==> src/rtl/game_timer.sv <==
// Game countdown timer with BCD minute/second digits, one-second prescaler and low-time warning.
// Optional star bonus (+10 s, saturating at 9:59) is enabled by defining GAME_TIMER_BONUS_EN.
module game_timer #(
  parameter int unsigned CLK_HZ      = 100000000,
  parameter int unsigned START_MIN   = 4,
  parameter int unsigned START_SEC_T = 4,
  parameter int unsigned START_SEC_U = 4,
  parameter int unsigned WARN_SEC    = 30
) (
  input  logic       clk,
  input  logic       rst,
  input  logic [2:0] state,
  input  logic       bonus_pulse,
  output logic [3:0] time_min,
  output logic [3:0] time_sec_t,
  output logic [3:0] time_sec_u,
  output logic       sec_pulse,
  output logic       expired,
  output logic       warn
);

  localparam int unsigned PW = (CLK_HZ > 1) ? $clog2(CLK_HZ) : 1;
  localparam logic [PW-1:0] PrescMax = PW'(CLK_HZ - 1);

  localparam logic [3:0] StartMin  = 4'(START_MIN);
  localparam logic [3:0] StartSecT = 4'(START_SEC_T);
  localparam logic [3:0] StartSecU = 4'(START_SEC_U);

  localparam logic [2:0] StGame = 3'd2;
  localparam logic [2:0] StWin  = 3'd3;
  localparam logic [2:0] StLose = 3'd4;

  if (START_MIN > 9 || START_SEC_T > 5 || START_SEC_U > 9 ||
      (START_MIN == 0 && START_SEC_T == 0 && START_SEC_U == 0) || CLK_HZ < 2) begin : g_bad_param
    $error("game_timer: illegal start time or CLK_HZ");
  end

  logic [PW-1:0] presc_q, presc_d;
  logic [3:0]    min_q, min_d;
  logic [3:0]    sec_t_q, sec_t_d;
  logic [3:0]    sec_u_q, sec_u_d;
  logic          sec_pulse_q, sec_pulse_d;
  logic          expired_q, expired_d;

  logic          time_zero;
  logic          dec_now;
  logic [3:0]    dm, dt, du;
  logic [9:0]    total_sec;

  assign time_zero = (min_q == 4'd0) && (sec_t_q == 4'd0) && (sec_u_q == 4'd0);
  assign dec_now   = (presc_q == PrescMax);

`ifndef GAME_TIMER_BONUS_EN
  logic unused_bonus;
  assign unused_bonus = bonus_pulse;
`endif

  always_comb begin
    presc_d     = presc_q;
    min_d       = min_q;
    sec_t_d     = sec_t_q;
    sec_u_d     = sec_u_q;
    sec_pulse_d = 1'b0;
    expired_d   = expired_q;
    dm          = min_q;
    dt          = sec_t_q;
    du          = sec_u_q;

    unique case (state)
      StGame: begin
        // At 0:00 (or once expired) everything freezes, prescaler included.
        if (!expired_q && !time_zero) begin
          if (dec_now) begin
            presc_d     = '0;
            sec_pulse_d = 1'b1;
            if (du != 4'd0) begin
              du = du - 4'd1;
            end else begin
              du = 4'd9;
              if (dt != 4'd0) begin
                dt = dt - 4'd1;
              end else begin
                dt = 4'd5;
                dm = dm - 4'd1;
              end
            end
          end else begin
            presc_d = presc_q + 1'b1;
          end
`ifdef GAME_TIMER_BONUS_EN
          // Bonus is applied on top of any same-edge decrement (net +9 s).
          if (bonus_pulse) begin
            if (dt == 4'd5) begin
              if (dm == 4'd9) begin
                du = 4'd9;
              end else begin
                dt = 4'd0;
                dm = dm + 4'd1;
              end
            end else begin
              dt = dt + 4'd1;
            end
          end
`endif
          min_d     = dm;
          sec_t_d   = dt;
          sec_u_d   = du;
          expired_d = (dm == 4'd0) && (dt == 4'd0) && (du == 4'd0);
        end
      end
      StWin, StLose: begin
      end
      default: begin
        presc_d   = '0;
        min_d     = StartMin;
        sec_t_d   = StartSecT;
        sec_u_d   = StartSecU;
        expired_d = 1'b0;
      end
    endcase
  end

  always_ff @(posedge clk or negedge rst) begin
    if (!rst) begin
      presc_q     <= '0;
      min_q       <= StartMin;
      sec_t_q     <= StartSecT;
      sec_u_q     <= StartSecU;
      sec_pulse_q <= 1'b0;
      expired_q   <= 1'b0;
    end else begin
      presc_q     <= presc_d;
      min_q       <= min_d;
      sec_t_q     <= sec_t_d;
      sec_u_q     <= sec_u_d;
      sec_pulse_q <= sec_pulse_d;
      expired_q   <= expired_d;
    end
  end

  assign total_sec = 10'(min_q) * 10'd60 + 10'(sec_t_q) * 10'd10 + 10'(sec_u_q);

  always_comb begin
    warn = ({22'd0, total_sec} <= WARN_SEC) && (state == StGame) && !expired_q;
  end

  assign time_min   = min_q;
  assign time_sec_t = sec_t_q;
  assign time_sec_u = sec_u_q;
  assign sec_pulse  = sec_pulse_q;
  assign expired    = expired_q;

endmodule

==> config.mk <==
export PLATFORM = sky130hd
export DESIGN_NAME = game_timer
export DESIGN_NICKNAME = d
export VERILOG_FILES = /design/src/rtl/game_timer.sv
export SDC_FILE = /design/constraint.sdc
export NUM_CORES = 1
export LEC_CHECK = 0
export BUFFER_PORTS_ARGS = -buffer_cell sky130_fd_sc_hd__buf_2
export CAP_MARGIN = 20
export CORE_ASPECT_RATIO = 0.5
export CORE_UTILIZATION = 45
export CTS_CLUSTER_DIAMETER = 60
export DETAILED_ROUTE_END_ITERATION = 16
export PLACE_DENSITY = 0.7
export SYNTH_ARGS = -nofsm -noshare
export SYNTH_HDL_FRONTEND = slang
export SYNTH_SLANG_ARGS = --single-unit
==> constraint.sdc <==
create_clock -name clk -period 9.1 [get_ports clk]
set_input_delay 0.455 -clock clk [delete_from_list [all_inputs] [get_ports clk]]
set_output_delay 0.455 -clock clk [all_outputs]
set_load 0.02 [all_outputs]
# Word level (Yosys, flattened, before mapping)
# Index checks and enable logic that the tools add are counted.
# Widths: inputs -> output; s select.
[totals] register_bits=41 latch_bits=0 mem_bits_rw=0 romBits=0 in_bits=6 output_inout_bits=15 n_memories=0
[classes] n_addsub=6 n_mul=2 n_div=0 order_cmp=1 eq_ne=5 shift=0 mux=28 n_bitwise=1 reduce_logical=19
[ops] cell="$mux 4" n=17
[ops] cell="$mux 27" n=2
[ops] cell="$pmux 27 s2" n=1
[ops] cell="$add 27x1->27 const B" n=1
[ops] cell="$eq 27x27->1 const B" n=1
[ops] cell="$logic_not 4->1" n=6
[ops] cell="$pmux 4 s2" n=3
[ops] cell="$sub 4x1->4 const B" n=3
[ops] cell="$add 10x4->10" n=1
[ops] cell="$add 10x8->10" n=1
[ops] cell="$le 10x5->1 const B" n=1
[ops] cell="$mul 4x4->8 const B" n=1
[ops] cell="$reduce_bool 4->1" n=2
[ops] cell="$logic_and 1x1->1" n=7
[ops] cell="$mul 4x3->7 const B" n=1
[ops] cell="$eq 3x2->1 const B" n=2
[ops] cell="$mux 1" n=4
[ops] cell="$eq 3x3->1 const B" n=1
[ops] cell="$logic_not 1->1" n=2
[ops] cell="$ne 2x2->1 const B" n=1
[ops] cell="$pmux 1 s2" n=1
[ops] cell="$reduce_and 2->1" n=1
[ops] cell="$reduce_or 2->1" n=1
[ops] cell="$not 1->1" n=1

# Logic depth before layout (Yosys ltp)
[depth] depth_word=12 ltp_mapped=15 ltp_nobuf=15

# Least setup slack after synthesis
# Ideal clock, no wire load.
[synth_path] path_type="reg-to-output" startpoint="register min_q[2] (netlist: time_min[2])" endpoint="output port warn" arrival_ns=4.241 required_time_ns=8.645 slack_ns=4.404 stages_incl_launch_ff=13 path_buffers=0 path_cell_list="dfstp_2 > fa_1 > fa_1 > ha_1 > a21o_1 > a21oi_1 > xnor2_1 > ha_1 > ha_1 > a211o_1 > a2111oi_0 > nand3_1 > nor3_1"
[synth_via] elab_chain_cells=6
[synth_rtl] item="from (decl)" line="39" source="logic [3:0] min_q, min_d;"
[synth_rtl] item="from (signal assigned)" line="126" source="min_q <= StartMin;"
[synth_rtl] item="from (signal assigned)" line="133" source="min_q <= min_d;"
[synth_rtl] item="$mul 4x4->8" line="141" source="assign total_sec = 10'(min_q) * 10'd60 + 10'(sec_t_q) * 10'd10 + 10'(sec_u_q);"
[synth_rtl] item="$add 10x8->10" line="141"
[synth_rtl] item="$add 10x4->10" line="141"
[synth_rtl] item="$le 10x5->1" line="144" source="warn = ({22'd0, total_sec} <= WARN_SEC) && (state == StGame) && !expired_q;"
[synth_rtl] item="$logic_and 1x1->1 (2 in series)" line="144"
[synth_rtl] item="to (decl)" line="19" source="output logic warn"
# No other way between the ends.

# Worst setup path in the final report
# Same ends and word-level chain as after synthesis.

==> flow_metrics.env <==
export IMPL_crit_path_max_fanout=9
export IMPL_fin_crit_sh_pct=54.9
export IMPL_syn_inst=372
export IMPL_finalMaxSlewViolations=0
export IMPL_relSlewSlack_pct=36.6
export IMPL_ant_nets=0
export IMPL_fin_worst_skew_ns=0.00955
export IMPL_via_count=2912
export IMPL_worstPathArrival_ns=4.54
export IMPL_dr_pass1_iters=5
export IMPL_synth_fp_nets=420
export IMPL_synth_top_cell_area_share_pct=28.7
export IMPL_wl_met1_um=3540
export IMPL_crit_path_end_kind="output pin"
export IMPL_num_antenna_cells=0
export IMPL_power_frac_clock_pct=45.6
export IMPL_yosys_cell_types_count=53
export IMPL_start_kind="flip-flop"
export IMPL_gp_congestion=0.807
export IMPL_cts_root_buffer="clkbuf_16"
export IMPL_cts_sink_count=41
export IMPL_finalCriticalPeriod_ns=4.99
export IMPL_ys_seq_area_share_pct=31.1
export IMPL_rsz0062_at_grt="false"
export IMPL_wirelength_um=7750
export IMPL_combPwrFrac_pct=7.5
export IMPL_seqPwrFrac_pct=46.9
export IMPL_fmax_mhz=200
export IMPL_cts_hold_buffers_added=0
export IMPL_drive_gt1_share_pct=11.7
export IMPL_antenna_found_initial=0
export IMPL_pin_count=21
export IMPL_grt_pass1_vias=2943
export IMPL_area_growth_pct=8.69
export IMPL_yosys_warnings=0
export IMPL_drtIter0Drc=195
export IMPL_grt_max_degree=42
export IMPL_syn_area_per_cell_um2=8.91
export IMPL_hold_class="input port to asynchronous set/reset pin"
export IMPL_grt_ovfl_total=0
export IMPL_numCtsBuffers=5
export IMPL_clkLatencyLatePin_ns=0.28
export IMPL_cts_tree="yes"
export IMPL_coreArea_um2=6880
export IMPL_std_cell_rows=21
export IMPL_synth_enable_flop_cells=0
export IMPL_utilization_pct=52.3
export IMPL_hpwl_um=5480
export IMPL_status="completed"
export IMPL_wire_per_inst_um=16.3
export IMPL_clk_path_buf_depth=2
export IMPL_die_w_um=123
export IMPL_wl_met2_um=3850
export IMPL_ir_drop_mv=0.0652
export IMPL_highest_layer="met4"
export IMPL_cap_violations=0
export IMPL_p_leak_nw=1.58
export IMPL_synthesis_area_um2=3310
export IMPL_p_sw_w=0.0000938
export IMPL_start_util_pct=48.1
export IMPL_setup_viol=0
export IMPL_nNetsFinal=432
export IMPL_met3_length_um=277
export IMPL_async_reset_ff_share_pct=100
export IMPL_post_cts_resize_count=0
export IMPL_synth_seq_cells=41
export IMPL_grt_use_total_pct=21.9
export IMPL_tns_ns=0
export IMPL_tightest_slew_ns=0.951
export IMPL_die_area_um2=7730
export IMPL_h_tree_depth=2
export IMPL_synthTopCellsByArea="dfrtp_1 29%, ha_1 12%, o21ai_0 6.3%"
export IMPL_postCtsSetupBuffers=0
export IMPL_avgViaCountPerCell=6.10
export IMPL_worstPathRequired_ns=8.65
export IMPL_drcViolationCount=0
export IMPL_clkTransAtPathRegs_ns=0.06
export IMPL_hold_viol_final=0
export IMPL_internal_power_w=0.000302
export IMPL_grt_pass1_wl_um=13400
export IMPL_synth_flop_cell="dfrtp_1"
export IMPL_powerDensity_nw_per_um2=110
export IMPL_critical_path_class="flip-flop to output pin"
export IMPL_synth_top_area_cell="dfrtp_1"
export IMPL_swShare_pct=23.7
export IMPL_hold_worst_slack_ns=0.319
export IMPL_portBuffers=19
export IMPL_die_h_um=62.7
==> critical path, cell delays in order (launching register included) <==
cell       delay, ns
dfstp_2         0.67
fa_1            0.49
fa_1            0.47
ha_1            0.29
a21o_1          0.15
a21oi_1         0.21
xnor2_1         0.15
ha_1            0.25
ha_1            0.35
a211o_1         0.31
a2111oi_0       0.40
nand3_1         0.13
nor3_1          0.19
buf_2           0.19
==> layout make-up <==
class	count	area [um2]
fill	622	3280
multi-input combinational	294	2120
sequential	41	1030
clock buffer	7	143
tap	92	115
timing repair buffer	20	103
inverter	22	82.6
clock inverter	1	7.51
==> through the flow <==
step	cells	power [W]	setup slack (ns)	area, um2
2_1_floorplan	372	0.000208	4.40	3310
3_3_place_gp	469	0.000217	4.46	3450
3_5_place_dp	469	0.000219	4.39	3450
4_1_cts	477	0.000400	4.08	3600
5_1_grt	477	0.000408	3.76	3600
6_report	477	0.000396	4.11	3600
==> worst paths after layout <==
path | start | endpoint | slack [ns] | depth (start not counted)
max | time_min[2] | warn | 4.11 | 13
min | rst | presc_q[25] | 0.32 | 1
max reg2reg | time_min[2] | presc_q[10] | 6.01 | 7
min reg2reg | presc_q[26] | presc_q[26] | 0.49 | 1
max in group asynchronous | rst | presc_q[11] | 8.18 | 1
min in group clk | presc_q[26] | presc_q[26] | 0.49 | 1
==> synthesized netlist by cell type, drive strengths merged (2+ instances only) <==
library cell	number
or2	3
dfstp	3
and4	3
and2	4
nand3	19
dfrtp	38
or4	2
ha	33
o21a	2
o21bai	3
nand4	10
nor3	19
a211o	2
and3	7
nor4	11
o21ai	45
o31ai	9
nor2b	3
nand2b	4
clkbuf	4
a21oi	13
buf	11
a31oi	5
inv	22
a311oi	3
fa	9
nor2	20
xnor2	16
nand2	28
mux2i	6
a21o	4
==> flip-flops by register name, summed over array words and instances, names as in the netlist <==
register,cells
time_sec_t,4
time_min,4
sec_pulse,1
presc_q,27
expired,1
time_sec_u,4
==> cell usage in the layout (no fill, tap or decap), drive strengths merged, types with 16 or more instances in the layout <==
| master | n |
|---|---|
| buf | 20 |
| dfrtp | 38 |
| ha | 33 |
| inv | 22 |
| nand2 | 28 |
| nand3 | 19 |
| nor2 | 20 |
| nor3 | 19 |
| o21ai | 45 |
| xnor2 | 16 |
==> logic make-up (layout without fill, tap and decap cells) <==
| group | Yosys count | after routing | share of synthesized area, % |
|---|---|---|---|
| multiplexers | 6 | 6 | 1.81 |
| flip-flops | 41 | 41 | 31.1 |
| XOR/XNOR | 17 | 17 | 4.49 |
| AO/OA/AOI/OAI | 92 | 92 | 16.7 |
| buffers and inverters | 37 | 50 | 5.02 |
| adder cells (fa/ha/maj) | 42 | 42 | 17.9 |
| AND/OR/NAND/NOR | 137 | 137 | 23.0 |
==> power groups by stage <==
stage | registers [W] | logic [W] | clock network (W)
after floorplan | 0.000189 | 0.0000192 | 0
after global placement | 0.000189 | 0.0000283 | 0
after detailed placement | 0.000189 | 0.0000297 | 0
after CTS | 0.000186 | 0.0000300 | 0.000184
after global routing | 0.000186 | 0.0000341 | 0.000188
final | 0.000186 | 0.0000298 | 0.000181
==> routing by layer <==
metal / vias up / GRT usage [%]
met5: - / 0
met4: 0 / 7.98
met3: 10 / 3.01
met2: 75 / 37.6
met1: 1447 / 28.1
li1: 1380 / -
No activity file was read; power rests on OpenSTA's default activity.
